## src/rtl/lhn_mul_arb_pkg.sv

```systemverilog
// Shared types and default parameters for the two-requester multiplier arbiter.
package lhn_mul_arb_pkg;

  localparam int LAT_DEF  = 3;
  localparam int M_W_DEF  = 5;
  localparam int P_W_DEF  = 11;
  localparam int INFL_W   = 4;

  typedef enum logic [1:0] {
    RUN   = 2'd0,
    DRAIN = 2'd1,
    HALT  = 2'd2
  } arb_state_e;

  typedef logic req_id_t;

  // Round-robin pick: on contention the requester not granted last wins.
  function automatic req_id_t rr_pick(input logic v0, input logic v1, input req_id_t last_id);
    if (v0 && v1) begin
      return ~last_id;
    end else if (v1) begin
      return 1'b1;
    end else begin
      return 1'b0;
    end
  endfunction

endpackage

```

## src/rtl/lhn_tag_pipe.sv

```systemverilog
// LAT-deep {valid,id} shift register that tracks issued operations through the multiplier.
module lhn_tag_pipe
  import lhn_mul_arb_pkg::*;
#(
  parameter int LAT = LAT_DEF
) (
  input  logic    clock,
  input  logic    reset_n,
  input  logic    in_vld,
  input  req_id_t in_id,
  output logic    out_vld,
  output req_id_t out_id
);

  logic    vld_p [LAT];
  req_id_t id_p  [LAT];

  always_ff @(posedge clock or negedge reset_n) begin
    if (!reset_n) begin
      for (int i = 0; i < LAT; i++) begin
        vld_p[i] <= 1'b0;
        id_p[i]  <= 1'b0;
      end
    end else begin
      // Ids of empty slots are forced to 0 so the output id is 0 whenever invalid.
      vld_p[0] <= in_vld;
      id_p[0]  <= in_vld ? in_id : 1'b0;
      for (int i = 1; i < LAT; i++) begin
        vld_p[i] <= vld_p[i-1];
        id_p[i]  <= id_p[i-1];
      end
    end
  end

  assign out_vld = vld_p[LAT-1];
  assign out_id  = id_p[LAT-1];

endmodule

```

## src/rtl/lhn_mul_arbiter.sv

```systemverilog
// Round-robin arbiter sharing one pipelined multiplier between two requesters,
// with a drain/halt control FSM and response tagging.
module lhn_mul_arbiter
  import lhn_mul_arb_pkg::*;
#(
  parameter int LAT = LAT_DEF,
  parameter int M_W = M_W_DEF,
  parameter int P_W = P_W_DEF
) (
  input  logic              clock,
  input  logic              reset_n,
  input  logic              req0_valid,
  input  logic [M_W-1:0]    req0_m,
  output logic              req0_ready,
  input  logic              req1_valid,
  input  logic [M_W-1:0]    req1_m,
  output logic              req1_ready,
  input  logic              drain_req,
  output logic [M_W-1:0]    mul_m_bits,
  output logic              mul_issue,
  input  logic [P_W-1:0]    mul_product,
  output logic              rsp_valid,
  output logic              rsp_id,
  output logic [P_W-1:0]    rsp_product,
  output logic [INFL_W-1:0] inflight,
  output logic              idle
);

  arb_state_e          state_q;
  arb_state_e          state_d;
  logic                grant_en;
  logic                gnt_vld;
  req_id_t             gnt_id;
  req_id_t             last_id_q;
  req_id_t             issue_id_p0;
  logic [INFL_W-1:0]   inflight_d;

  // State register
  always_ff @(posedge clock or negedge reset_n) begin
    if (!reset_n) begin
      state_q <= RUN;
    end else begin
      state_q <= state_d;
    end
  end

  // Next-state logic
  always_comb begin
    state_d = state_q;
    case (state_q)
      RUN:     if (drain_req) state_d = DRAIN;
      DRAIN:   if ((inflight == '0) && !mul_issue) state_d = HALT;
      HALT:    if (!drain_req) state_d = RUN;
      default: state_d = RUN;
    endcase
  end

  // FSM outputs; reset_n gates grants so nothing is accepted while reset is held.
  always_comb begin
    grant_en = 1'b0;
    idle     = 1'b0;
    case (state_q)
      RUN:     grant_en = reset_n && !drain_req;
      HALT:    idle     = 1'b1;
      default: ;
    endcase
  end

  always_comb begin
    gnt_vld = grant_en && (req0_valid || req1_valid);
    gnt_id  = rr_pick(req0_valid, req1_valid, last_id_q);
  end

  assign req0_ready = gnt_vld && (gnt_id == 1'b0);
  assign req1_ready = gnt_vld && (gnt_id == 1'b1);

  // Stage p0: registered operand toward the multiplier
  always_ff @(posedge clock or negedge reset_n) begin
    if (!reset_n) begin
      mul_issue   <= 1'b0;
      mul_m_bits  <= '0;
      issue_id_p0 <= 1'b0;
      last_id_q   <= 1'b1;
    end else begin
      mul_issue <= gnt_vld;
      if (gnt_vld) begin
        mul_m_bits  <= gnt_id ? req1_m : req0_m;
        issue_id_p0 <= gnt_id;
        last_id_q   <= gnt_id;
      end
    end
  end

  // Stages p1..pLAT: tags travel alongside the multiplier pipeline
  lhn_tag_pipe #(
    .LAT (LAT)
  ) u_tag_pipe (
    .clock   (clock),
    .reset_n (reset_n),
    .in_vld  (mul_issue),
    .in_id   (issue_id_p0),
    .out_vld (rsp_valid),
    .out_id  (rsp_id)
  );

  assign rsp_product = mul_product;

  always_comb begin
    case ({mul_issue, rsp_valid})
      2'b10:   inflight_d = inflight + 4'd1;
      2'b01:   inflight_d = inflight - 4'd1;
      default: inflight_d = inflight;
    endcase
  end

  always_ff @(posedge clock or negedge reset_n) begin
    if (!reset_n) begin
      inflight <= '0;
    end else begin
      inflight <= inflight_d;
    end
  end

endmodule

```

## config.mk

```make
export PLATFORM = sky130hd
export DESIGN_NAME = lhn_mul_arbiter
export DESIGN_NICKNAME = d
export VERILOG_FILES = /design/src/rtl/lhn_mul_arb_pkg.sv /design/src/rtl/lhn_tag_pipe.sv /design/src/rtl/lhn_mul_arbiter.sv
export SDC_FILE = /design/constraint.sdc
export NUM_CORES = 1
export LEC_CHECK = 0
export CORE_UTILIZATION = 34
export DETAILED_ROUTE_END_ITERATION = 10
export GPL_TIMING_DRIVEN = 0
export PLACE_DENSITY = 0.83
export SLEW_MARGIN = 20
export SYNTH_ARGS = -nofsm -noshare
export SYNTH_HDL_FRONTEND = slang
export SYNTH_SLANG_ARGS = --single-unit
export TNS_END_PERCENT = 10
```

## constraint.sdc

```tcl
create_clock -name clock -period 1.61 [get_ports clock]
set_input_delay 0.2415 -clock clock [delete_from_list [all_inputs] [get_ports clock]]
set_output_delay 0.2415 -clock clock [all_outputs]
set_load 0.01 [all_outputs]
```

* Yosys cells after proc, flatten, opt, wreduce, memory -nomap -nowiden *
Index checks and enable logic that the tools add are counted.

cells by class
  bitwise gates (word level) = 2
  muxes and demuxes = 11
  reductions and logical operators = 13
  eq/ne operators = 7
  $add $sub $neg = 2

operators by type and width
  operator                                                               count
  4-bit one-hot mux with 2 select lines                                  1
  1-bit logical AND                                                      6
  2-bit two-way mux                                                      3
  2-bit != test, second input constant                                   3
  2-bit one-hot mux with 3 select lines                                  1
  1-bit two-way mux                                                      5
  5-bit two-way mux                                                      1
  4-bit by 1-bit adder with 4-bit output, second input constant          1
  2-bit by 1-bit equality test with 1-bit output, second input constant  2
  2-bit equality test, second input constant                             2
  4-bit zero test                                                        1
  4-bit by 1-bit subtractor with 4-bit output, second input constant     1
  3-bit AND reduction                                                    1
  1-bit zero test                                                        2
  2-bit zero test                                                        1
  1-bit inverter                                                         2
  2-bit nonzero test                                                     1
  1-bit logical OR                                                       1

word-level totals
  input bits = 26
  logic and storage cells = 47
  output and inout port bits = 26
  register bits after elaboration = 20

* Longest topological paths before layout *
  depth after elaboration = 5
  gate-level depth with buffers = 8
  depth with buffers taken out = 8

* By module *
Synthesis repeated with hierarchy kept, for this count alone.

unflattened totals
  cell total of the unflattened synthesis = 78
  area, all modules = 955.9 um^2

modules (own cells, without submodules)
  module           times used  sequential area each (um^2)  area each (um^2)  cells each
  lhn_mul_arbiter  1           351.6                        799.5             71
  lhn_tag_pipe     1           150.1                        156.4             7

* Worst setup path after synthesis *
OpenSTA, ideal clock, no wires.

  path type = register to register
  start = reg mul_issue
  end = reg inflight[2]
  arrival time = 1.539 ns
  cell stages (with the launch flop) = 9
  period minus slack after synthesis = 1.669 ns
  setup slack = -0.059 ns
  required time = 1.480 ns
  buffers on the path = 0
  library setup time = 0.130 ns
  path through = dfrtp_1 -> inv_1 -> ha_1 -> xor2_1 -> ha_1 -> a21oi_1 -> xor2_1 -> nor2_1 -> xor2_1

between the ends
  cells in the longest elaborated chain, start to end = 2
  elaborated cells between the ends (all ways) = 4
  those cells by class = 2 x eq/ne; 1 x mux; 1 x reduce/logical

RTL lines
  what                                                                                   RTL line                text
  start: declaration                                                                     lhn_mul_arbiter.sv:20   output logic mul_issue,
  start signal: assignment                                                               lhn_mul_arbiter.sv:85   mul_issue <= gnt_vld;
  2-bit by 1-bit equality test with 1-bit output or 2-bit equality test (tied branches)  lhn_mul_arbiter.sv:109  case ({mul_issue, rsp_valid})
  4-bit one-hot mux with 2 select lines or 2-bit nonzero test (tied branches)            -
  end signal: assignment                                                                 lhn_mul_arbiter.sv:120  inflight <= inflight_d;
  end: declaration                                                                       lhn_mul_arbiter.sv:25   output logic [INFL_W-1:0] inflight,

Parallel ways exist; a longest one is shown, timed or not.
A chain may end at the register's enable or synchronous reset.

* Final worst setup path *
  start = reg state_q[0]
  end = out req0_ready

between the ends
  cells in the longest elaborated chain, start to end = 4

RTL lines
  what                      RTL line               text
  start: declaration        lhn_mul_arbiter.sv:29  arb_state_e state_q;
  start signal: assignment  lhn_mul_arbiter.sv:43  state_q <= state_d;
  2-bit zero test           lhn_mul_arbiter.sv:62  case (state_q)
  1-bit two-way mux         lhn_mul_arbiter.sv:62
  1-bit logical AND         lhn_mul_arbiter.sv:70  gnt_vld = grant_en && (req0_valid || req1_valid);
  1-bit logical AND         lhn_mul_arbiter.sv:74  assign req0_ready = gnt_vld && (gnt_id == 1'b0);
  end: declaration          lhn_mul_arbiter.sv:14  output logic req0_ready,

Every way passes these cells.

==> results list <==
* Worst Max-Slew Pin Slew: 838 ps
* Number of nets with antenna violations after routing: 0
- Mean cell area of the mapped netlist: 11.7 um2
- The slowest stage of the critical path is the sky130_fd_sc_hd__dfrtp_1 cell.
- Traced cell by cell, the critical path runs through nor4b_4, and3_1, buf_6, buf_6.
- Worst slew margin relative to its limit: 0.439
- The critical path is of the register to output port type.
- IR analysis of the VDD net gives a maximum drop of 0.914 mV.
* Synth top area cells: sky130_fd_sc_hd__dfrtp_1 51%, sky130_fd_sc_hd__buf_4 8.8%, sky130_fd_sc_hd__a222oi_1 5.4%, sky130_fd_sc_hd__ha_1 4.0%, sky130_fd_sc_hd__xor2_1 3.7%
- Total of max-cap violations: 0
- The biggest area contributor in the post-synthesis netlist is sky130_fd_sc_hd__dfrtp_1.
- The initialized floorplan defines 18 standard-cell rows.
* Most used flip-flop cell after synthesis: sky130_fd_sc_hd__dfrtp_1
- Dividing the detail-routed wire length by the instance count gives 12.9 um.
- Total power of the final layout: 2.01 mW
* 1st-pass router iterations: 4
- Count of buffers inserted at the top-level ports: 40
* Count of buffer and inverter cells on the critical path: 2
- Syn-to-layout area delta: 63.6%
- After detailed routing, the total wire length is 2.11 mm.
- Post-route DRC: 0
* Global-route wire length before repair: 3.11 mm
- RSZ-0062 raised after global routing: yes
* Violated checks: negative setup slack
- At the later pin of the worst-skew pair, clock insertion delay measures 300 ps.
- Layout cell share with drive strength beyond 1: 0.301
- After filler insertion, the fill cell instance count of the layout stands at 206.
* Max clock buf depth: 2
* Largest stage delay on the critical path: 430 ps
- Antenna violations before repair: 0
- Proportion of synthesized flip-flops having asynchronous set or reset: 1.00
- The core region is 0.00254 mm2.
- Via density per instance: 4.82
- Type of the worst min-delay path: register to register
- In this run the static leakage power is 0.709 nW.
* Layout Skew: 3.31 ps
* Commonest cells post-synth: 19 x sky130_fd_sc_hd__dfrtp_1, 11 x sky130_fd_sc_hd__buf_4, 7 x sky130_fd_sc_hd__inv_1, 5 x sky130_fd_sc_hd__a222oi_1
- Data on the critical path arrives at its endpoint at 1470 ps.
- Across every metal layer, demand over resource in global routing totals 0.158.
- Setup TNS Final: -226 ps
- Root Driver: sky130_fd_sc_hd__clkbuf_4
* Number of distinct library cells after synthesis: 27
- STA classifies the critical path endpoint as an output port.
- HPWL reported at the end of detailed placement: 1.42 mm
* Family with the most delay on the worst path: simple AND/OR/NAND/NOR gates
- Clock tree from TritonCTS: done
- Number of hold-slack violations in the final timing report: 0
- Clock transition at the register clock pins on the worst setup and hold paths after CTS: 110 ps
- The clock drives 20 sinks.
* Min Clock Period, post-route: 1720 ps
- Entering global routing, the biggest net connects 20 pins.
- Largest fanout of any net on the critical path: 3
- For this run, the top clock speed supported by timing is 583 MHz.
* CTS buffer count: 3
* H-tree depth reported by CTS: 1
* Total Die Area: 0.00296 mm2
- After the first detailed-routing iteration, the DRC count stood at 16.
* Initial core utilization: 0.367
- Share of the synthesized area in the top cell type: 0.509
* Die span in x: 54.4 um
- STA classifies the critical path startpoint as a register.
* Number of top-level design ports: 52
- Crit share post-route: 1.07
- Total power per unit cell area: 1310 mW/mm2
* Total number of nets in the final design: 163
* Vias in the first global route: 703
- Result of the run: finished with violations
* Post-synthesis net count: 109
* Area of the mapped netlist: 935 um2
- Number of antenna diodes: 0
- Routability-driven placement finished with a final weighted congestion of 0.720.
* Register bit count reported by yosys: 20
* Number of enable-type register cells in the synthesized netlist: 0
* Hold WS: 359 ps
- For this run, the number of Yosys warnings is 0.
- The die is 54.4 um tall.
- Setup violations remaining at the end of the flow were counted as 3.
- Summing over every cut layer, the via total after detailed routing is 786.
- The max-slew violation count came to 0.
- Sequential element share of the synthesized area: 0.537
- Post-route worst setup slack: -106 ps
* Most used standard cell by instance count after synthesis: sky130_fd_sc_hd__dfrtp_1
- At the worst endpoint, the required time is 1370 ps.
- Total overflow reported by the global router: 0
* Crit path top cell by count: sky130_fd_sc_hd__buf_6
- In the synthesized netlist, the number of instances is 80.
==> kinds of logic (layout without fill, tap and decap cells) <==
logic type / count (synthesis) / in the layout / synth area share
and+or+nand+nor: 17 / 17 / 0.122
xor gates and xnor gates: 5 / 5 / 0.0469
adders and majority gates: 3 / 3 / 0.0402
buffers and inverters: 20 / 73 / 0.127
muxes: 1 / 1 / 0.0120
DFF: 20 / 20 / 0.537
AOI/OAI and AO/OA: 14 / 14 / 0.115
==> registers in the layout (all words and copies together), names as in the netlist, 2 cells and up <==
| signal | flops |
|---|---|
| inflight | 4 |
| mul_m_bits | 5 |
| state_q | 2 |
| u_tag_pipe.id_p | 2 |
| u_tag_pipe.vld_p | 2 |
==> power breakdown <==
group	internal, mW	total (mW)	leakage (nW)	switching [mW]
clock	0.138	0.290	0.0210	0.152
sequential	0.689	0.865	0.251	0.176
combinational	0.523	0.851	0.437	0.328
==> layout make-up <==
cell class,count,area [um2],share of cell area
flip-flops and latches,20,505,0.331
repair buffers,49,473,0.309
multi-input cells,40,345,0.226
plain buffers,13,105,0.0687
well taps,30,37.5,0.0245
clock buffers,4,36.3,0.0237
inverters,7,26.3,0.0172
==> through the flow <==
stage                     cell area (um2)  setup slack, ps  utilization  std cells
after global routing                 1530             -202        0.601        163
final                                1530             -106        0.601        163
after detailed placement             1380            -1370        0.540        150
after floorplan                       937             5.38            -         80
after global placement               1380            -1310        0.540        150
after CTS                            1490             -218        0.587        160
==> timing repair <==
action	CTS	global route
resized for setup	23	9
endpoints found under the setup margin	12	13
pin swaps	3	7
hold buffers	2	0
hold endpoints to repair	19	0
buffers inserted	4	3
==> routing by layer <==
layer,up-vias,share of wire,global-route usage
li1,376,-,-
met1,360,0.40,0.175
met2,48,0.50,0.274
met3,2,0.097,0.0528
met4,0,0.0038,0.0641
met5,-,0,0
==> cell usage in the layout (no fill, tap or decap), types with 3 or more instances in the layout <==
cell / synthesis / routed
sky130_fd_sc_hd__buf_4: 11 / 17
sky130_fd_sc_hd__clkbuf_4: 0 / 3
sky130_fd_sc_hd__buf_6: 0 / 5
sky130_fd_sc_hd__a222oi_1: 5 / 5
sky130_fd_sc_hd__dfrtp_2: 0 / 3
sky130_fd_sc_hd__nor2b_1: 4 / 3
sky130_fd_sc_hd__clkdlybuf4s50_1: 0 / 35
sky130_fd_sc_hd__inv_1: 7 / 6
sky130_fd_sc_hd__dfrtp_1: 19 / 16
sky130_fd_sc_hd__xor2_1: 4 / 4
==> final timing paths <==
path,endpoint,slack (ps),cells after the start,start
max,req0_ready,-110,4,state_q[0]
min in group asynchronous,last_id_q,490,2,reset_n
max reg2reg,mul_m_bits[0],-20,6,state_q[0]
min,u_tag_pipe.id_p[1],360,0,u_tag_pipe.id_p[2]
max in group asynchronous,inflight[0],420,2,reset_n
min reg2reg,u_tag_pipe.id_p[1],360,0,u_tag_pipe.id_p[2]
(Power assumes the default switching activity.)
==> RTL change 1, RTL diff (same settings) <==
Change the package constant `LAT_DEF` from 3 to 6.
--- a/src/rtl/lhn_mul_arb_pkg.sv
+++ b/src/rtl/lhn_mul_arb_pkg.sv
@@ -1,7 +1,7 @@
 // Shared types and default parameters for the two-requester multiplier arbiter.
 package lhn_mul_arb_pkg;
 
-  localparam int LAT_DEF  = 3;
+  localparam int LAT_DEF  = 6;
   localparam int M_W_DEF  = 5;
   localparam int P_W_DEF  = 11;
   localparam int INFL_W   = 4;
Function: changed (a bounded check fails within 10 cycles, from zero or initial values and one cycle with reset_n low).
==> RTL change 1 against the unedited design <==
- the run still ends with setup timing left
- total power is 15% higher
- sequential cell count is 6 higher
- cell area is 11% higher
- area after synthesis is 16% higher
- synthesized cell count is 7.5% higher
- routed wire length is 5.8% higher
- global-route usage is 2.7 points lower
- setup slack worse by 0.014 ns
- non-clock buffer count is 1 lower
- via count is 7.0% higher
==> RTL change 1: results (changes against the unedited design) <==
logic_synthesis:
  syn-num-nets: 115  # +5.5%
  synthTopCellsByArea: "dfrtp_1 (58%), buf_4 (7.6%), a222oi_1 (4.6%)"
  synth_common_cells: "dfrtp_1 (25), buf_4 (11), inv_1 (7)"
power:
  internal_power_mw: 1.60  # +19%
  p_clk_share_pct: 19.6  # +5.1 points
  leakagePower_nw: 0.839  # +18%
  p_total_mw: 2.31  # +15%
  p_seq_mw: 1.02  # +18%
  vdd_ir_drop_max_uv: 945  # +3.3%
worst_setup_path:
  cp.arrival_ns: 1.49  # +0.02 ns
  r2r-start: "mul_issue"
  r2r_slack_ns: 0  # +0.02 ns
  r2r_cells: 8  # +2
route:
  wl_met3_um: 213  # +4.4%
  wl_met1_um: 890  # +5.1%
  drt_pass1_iterations: 5  # +1
  wl_met2_mm: 1.13  # +7.5%
  wl_per_cell_um: 12.2  # -5.3%
  maxUsedRoutingLayer: "met3"
placement:
  dp_hpwl_mm: 1.51  # +6.4%
  dp.cells: 170  # +13%
  place_congestion: 0.664  # -7.9%
cells_and_area:
  biggestRegsByFlops: "mul_m_bits: 5 flops, u_tag_pipe.id_p: 5 flops, u_tag_pipe.vld_p: 5 flops"
  numSequentialCells: 26  # +30%
  fillCellCount: 246  # +19%
  stdcell_count: 182  # +12%
  final_core_util_pct: 56.1  # -4.0 points
  drive_gt1_share_pct: 27.5  # -2.5 points
  seq_share_pct: 38.5  # +5.5 points
  multiInputGateArea_sq_um: 330  # -4.3%
  clk_share_pct: 3.09  # +0.72 points
  nonClockBufferCount: 61  # -1.6%
timing:
  setup_viol: 3  # unchanged
  relSlewSlack_pct: 76.9  # +33 points
  setup_slack_ns: -0.120  # -0.0137 ns
  clock_skew_ns: 0.0171  # +0.0138 ns
  finalSetupTns_ns: -0.237  # -0.0111 ns
die:
  core_sq_um: 3030  # +19%
hold_path:
  min_to: "u_tag_pipe.vld_p[4]"
run_status:
  status: "complete, but fails checks"
  violations: "setup timing"
global_routing:
  grt_util_all_layers_pct: 13.1  # -2.7 points
  grt_max_degree: 26  # +30%
  grt_pass1_vias: 791  # +13%
  use_met2_pct: 24.1  # -3.3 points
[RTL change 1: changes by cell type after synthesis, sizes merged]
cell   unedited run  this run
dfrtp            19        25
[RTL change 1: how the worst max path moves through the flow]
stage,from,endpoint,slack [ns],cells past startpoint
finish,state_q[1],req0_ready,-0.12,4
global route,state_q[1],req0_ready,-0.21,4
global placement,reset_n,req1_ready,-1.53,5
CTS,state_q[0],req1_ready,-0.14,4
detailed placement,reset_n,req1_ready,-0.73,5
floorplan,mul_issue,inflight[2],0.005,8
[RTL change 1: logic make-up after synthesis]
group           after synthesis  share of synthesized area (%)
compound gates               14                           9.92
xor+xnor                      5                           4.04
mux                           1                           1.04
buf+inv                      20                           11.0
flops                        26                           60.1
fa+ha+maj                     3                           3.46
simple gates                 17                           10.5
[RTL change 1: what timing repair did]
action                                  CTS  global route
pin swaps                                 3             7
gates resized for setup                  20             8
endpoints found under the hold margin    25             0
hold buffers                              2             0
setup buffers                             2             4
gates cloned                              0             0
endpoints found under the setup margin    8            12
==> RTL change 2, RTL diff (config.mk and constraints unchanged) <==
Without the edit above. Reset style: synchronous (`reset_n`), changed in 4 clocked blocks.
--- a/src/rtl/lhn_tag_pipe.sv
+++ b/src/rtl/lhn_tag_pipe.sv
@@ -15,7 +15,7 @@
   logic    vld_p [LAT];
   req_id_t id_p  [LAT];
 
-  always_ff @(posedge clock or negedge reset_n) begin
+  always_ff @(posedge clock) begin
     if (!reset_n) begin
       for (int i = 0; i < LAT; i++) begin
         vld_p[i] <= 1'b0;
--- a/src/rtl/lhn_mul_arbiter.sv
+++ b/src/rtl/lhn_mul_arbiter.sv
@@ -36,7 +36,7 @@
   logic [INFL_W-1:0]   inflight_d;
 
   // State register
-  always_ff @(posedge clock or negedge reset_n) begin
+  always_ff @(posedge clock) begin
     if (!reset_n) begin
       state_q <= RUN;
     end else begin
@@ -75,7 +75,7 @@
   assign req1_ready = gnt_vld && (gnt_id == 1'b1);
 
   // Stage p0: registered operand toward the multiplier
-  always_ff @(posedge clock or negedge reset_n) begin
+  always_ff @(posedge clock) begin
     if (!reset_n) begin
       mul_issue   <= 1'b0;
       mul_m_bits  <= '0;
@@ -113,7 +113,7 @@
     endcase
   end
 
-  always_ff @(posedge clock or negedge reset_n) begin
+  always_ff @(posedge clock) begin
     if (!reset_n) begin
       inflight <= '0;
     end else begin
Check against the original RTL: differs if reset_n is asserted again (counterexample within 4 cycles, from zero or initial values and one cycle with reset_n low); with reset_n held inactive, the same outputs for 10 cycles.
==> RTL change 2 against the unedited design <==
- the run still ends with setup timing left
- setup slack improved by 0.095 ns
- first-iteration DRC count unchanged
- area after synthesis decreased by 0.27%
- routed wire length decreased by 3.5%
- sequential cell count unchanged
- via count increased by 7.6%
- cell area decreased by 1.3%
- largest cell class unchanged
- critical path depth increased by 4
- worst hold slack improved by 0.085 ns
- global-route usage decreased by 0.57 points
Power is not compared: it rests on default switching activity, and its combinational part moved more than twofold at a synthesized area within 25%.
==> RTL change 2: results (changes against the unedited design) <==
hold_path:
  min_to: "u_tag_pipe.vld_p[0][2]"
  hold_depth: 1  # +1
  hold_start: "u_tag_pipe.vld_p[0][1]"
logic_synthesis:
  ys_seq_area_share_pct: 43.0  # -11 points
  ys_async_sr_fraction_pct: 0  # -100 points
  synthTopCellsByArea: "dfxtp_1 (43%), buf_4 (8.9%), a222oi_1 (5.4%)"
  synth_common_cells: "dfxtp_1 (20), buf_4 (11), and2_1 (7)"
placement:
  dp.cells: 161  # +7.3%
  dp_hpwl_mm: 1.52  # +7.2%
  place_congestion: 0.697  # -3.2%
clock_network:
  cts_setup_buffers: 2  # -2
timing:
  setup_slack_ns: -0.0119  # +0.0946 ns
  setup_viol: 3  # unchanged
  clock_skew_ns: 0.000522  # -0.00279 ns
worst_setup_path:
  worstSetupPathType: "register to register"
  r2r-start: "mul_issue"
  cp.arrival_ns: 1.85  # +0.38 ns
  r2r_cells: 8  # +2
cells_and_area:
  multiInputGateArea_sq_um: 437  # +26%
  nMultiInputCombCells: 54  # +35%
  fillCellCount: 231  # +12%
  nets: 173  # +6.1%
  clk_share_pct: 2.40  # +0.031 points
  seq_area_sq_um: 414  # -18%
  nonClockBufferCount: 63  # +1.6%
run_status:
  status: "complete, but fails checks"
  violations: "setup timing"
route:
  wl_per_cell_um: 11.8  # -9.0%
global_routing:
  grt_util_all_layers_pct: 15.2  # -0.57 points
  grt_pass1_vias: 732  # +4.1%
-- RTL change 2: cell types whose count changed after synthesis, sizes merged, moves of 3 or more --
| cell | before | now |
|---|---|---|
| dfxtp | 0 | 20 |
| dfrtp | 19 | 0 |
| and2 | 1 | 7 |
| inv | 7 | 2 |
| mux2i | 0 | 3 |
| nand3b | 0 | 3 |
| nor4bb | 0 | 3 |
-- RTL change 2: metrics by stage --
step | util [%] | setup slack [ns] | TNS [ns] | hold slack [ns] | total power, mW
2_1_floorplan | - | 0.00603 | 0 | 0.412 | 0.661
3_3_place_gp | 54.6 | -0.492 | -1.42 | 0.414 | 0.769
3_5_place_dp | 54.6 | -0.519 | -1.79 | 0.421 | 0.778
4_1_cts | 57.4 | -0.0300 | -0.0820 | 0.443 | 1.07
5_1_grt | 59.3 | -0.0923 | -0.259 | 0.461 | 1.13
6_report | 59.3 | -0.0119 | -0.0195 | 0.444 | 1.06
-- RTL change 2: worst max-delay path, cell delays in order, from the launching register on --
cell      delay [ns]
dfxtp_4         0.38
inv_4           0.06
ha_4            0.15
xor2_1          0.16
ha_2            0.19
a21oi_2         0.03
xor2_1          0.15
or3_1           0.31
a21boi_1        0.12
-- RTL change 2: cells by family after synthesis --
kind of cell	count (synthesis)	share of synthesized area (%)
AND/OR/NAND/NOR	32	24.0
multiplexers	3	3.22
XOR/XNOR	3	2.82
AO/OA/AOI/OAI	13	10.7
buffers and inverters	17	12.2
flip-flops	20	43.0
adder cells (fa/ha/maj)	3	4.03
-- RTL change 2: metal layers --
layer  track usage (%)  up-vias  share of wire, %
met5                 0        -                 0
met2              22.8       37                49
met3              4.17        2               6.6
met1              19.7      393                43
li1                  -      414                 -
met4              8.12        0              0.59
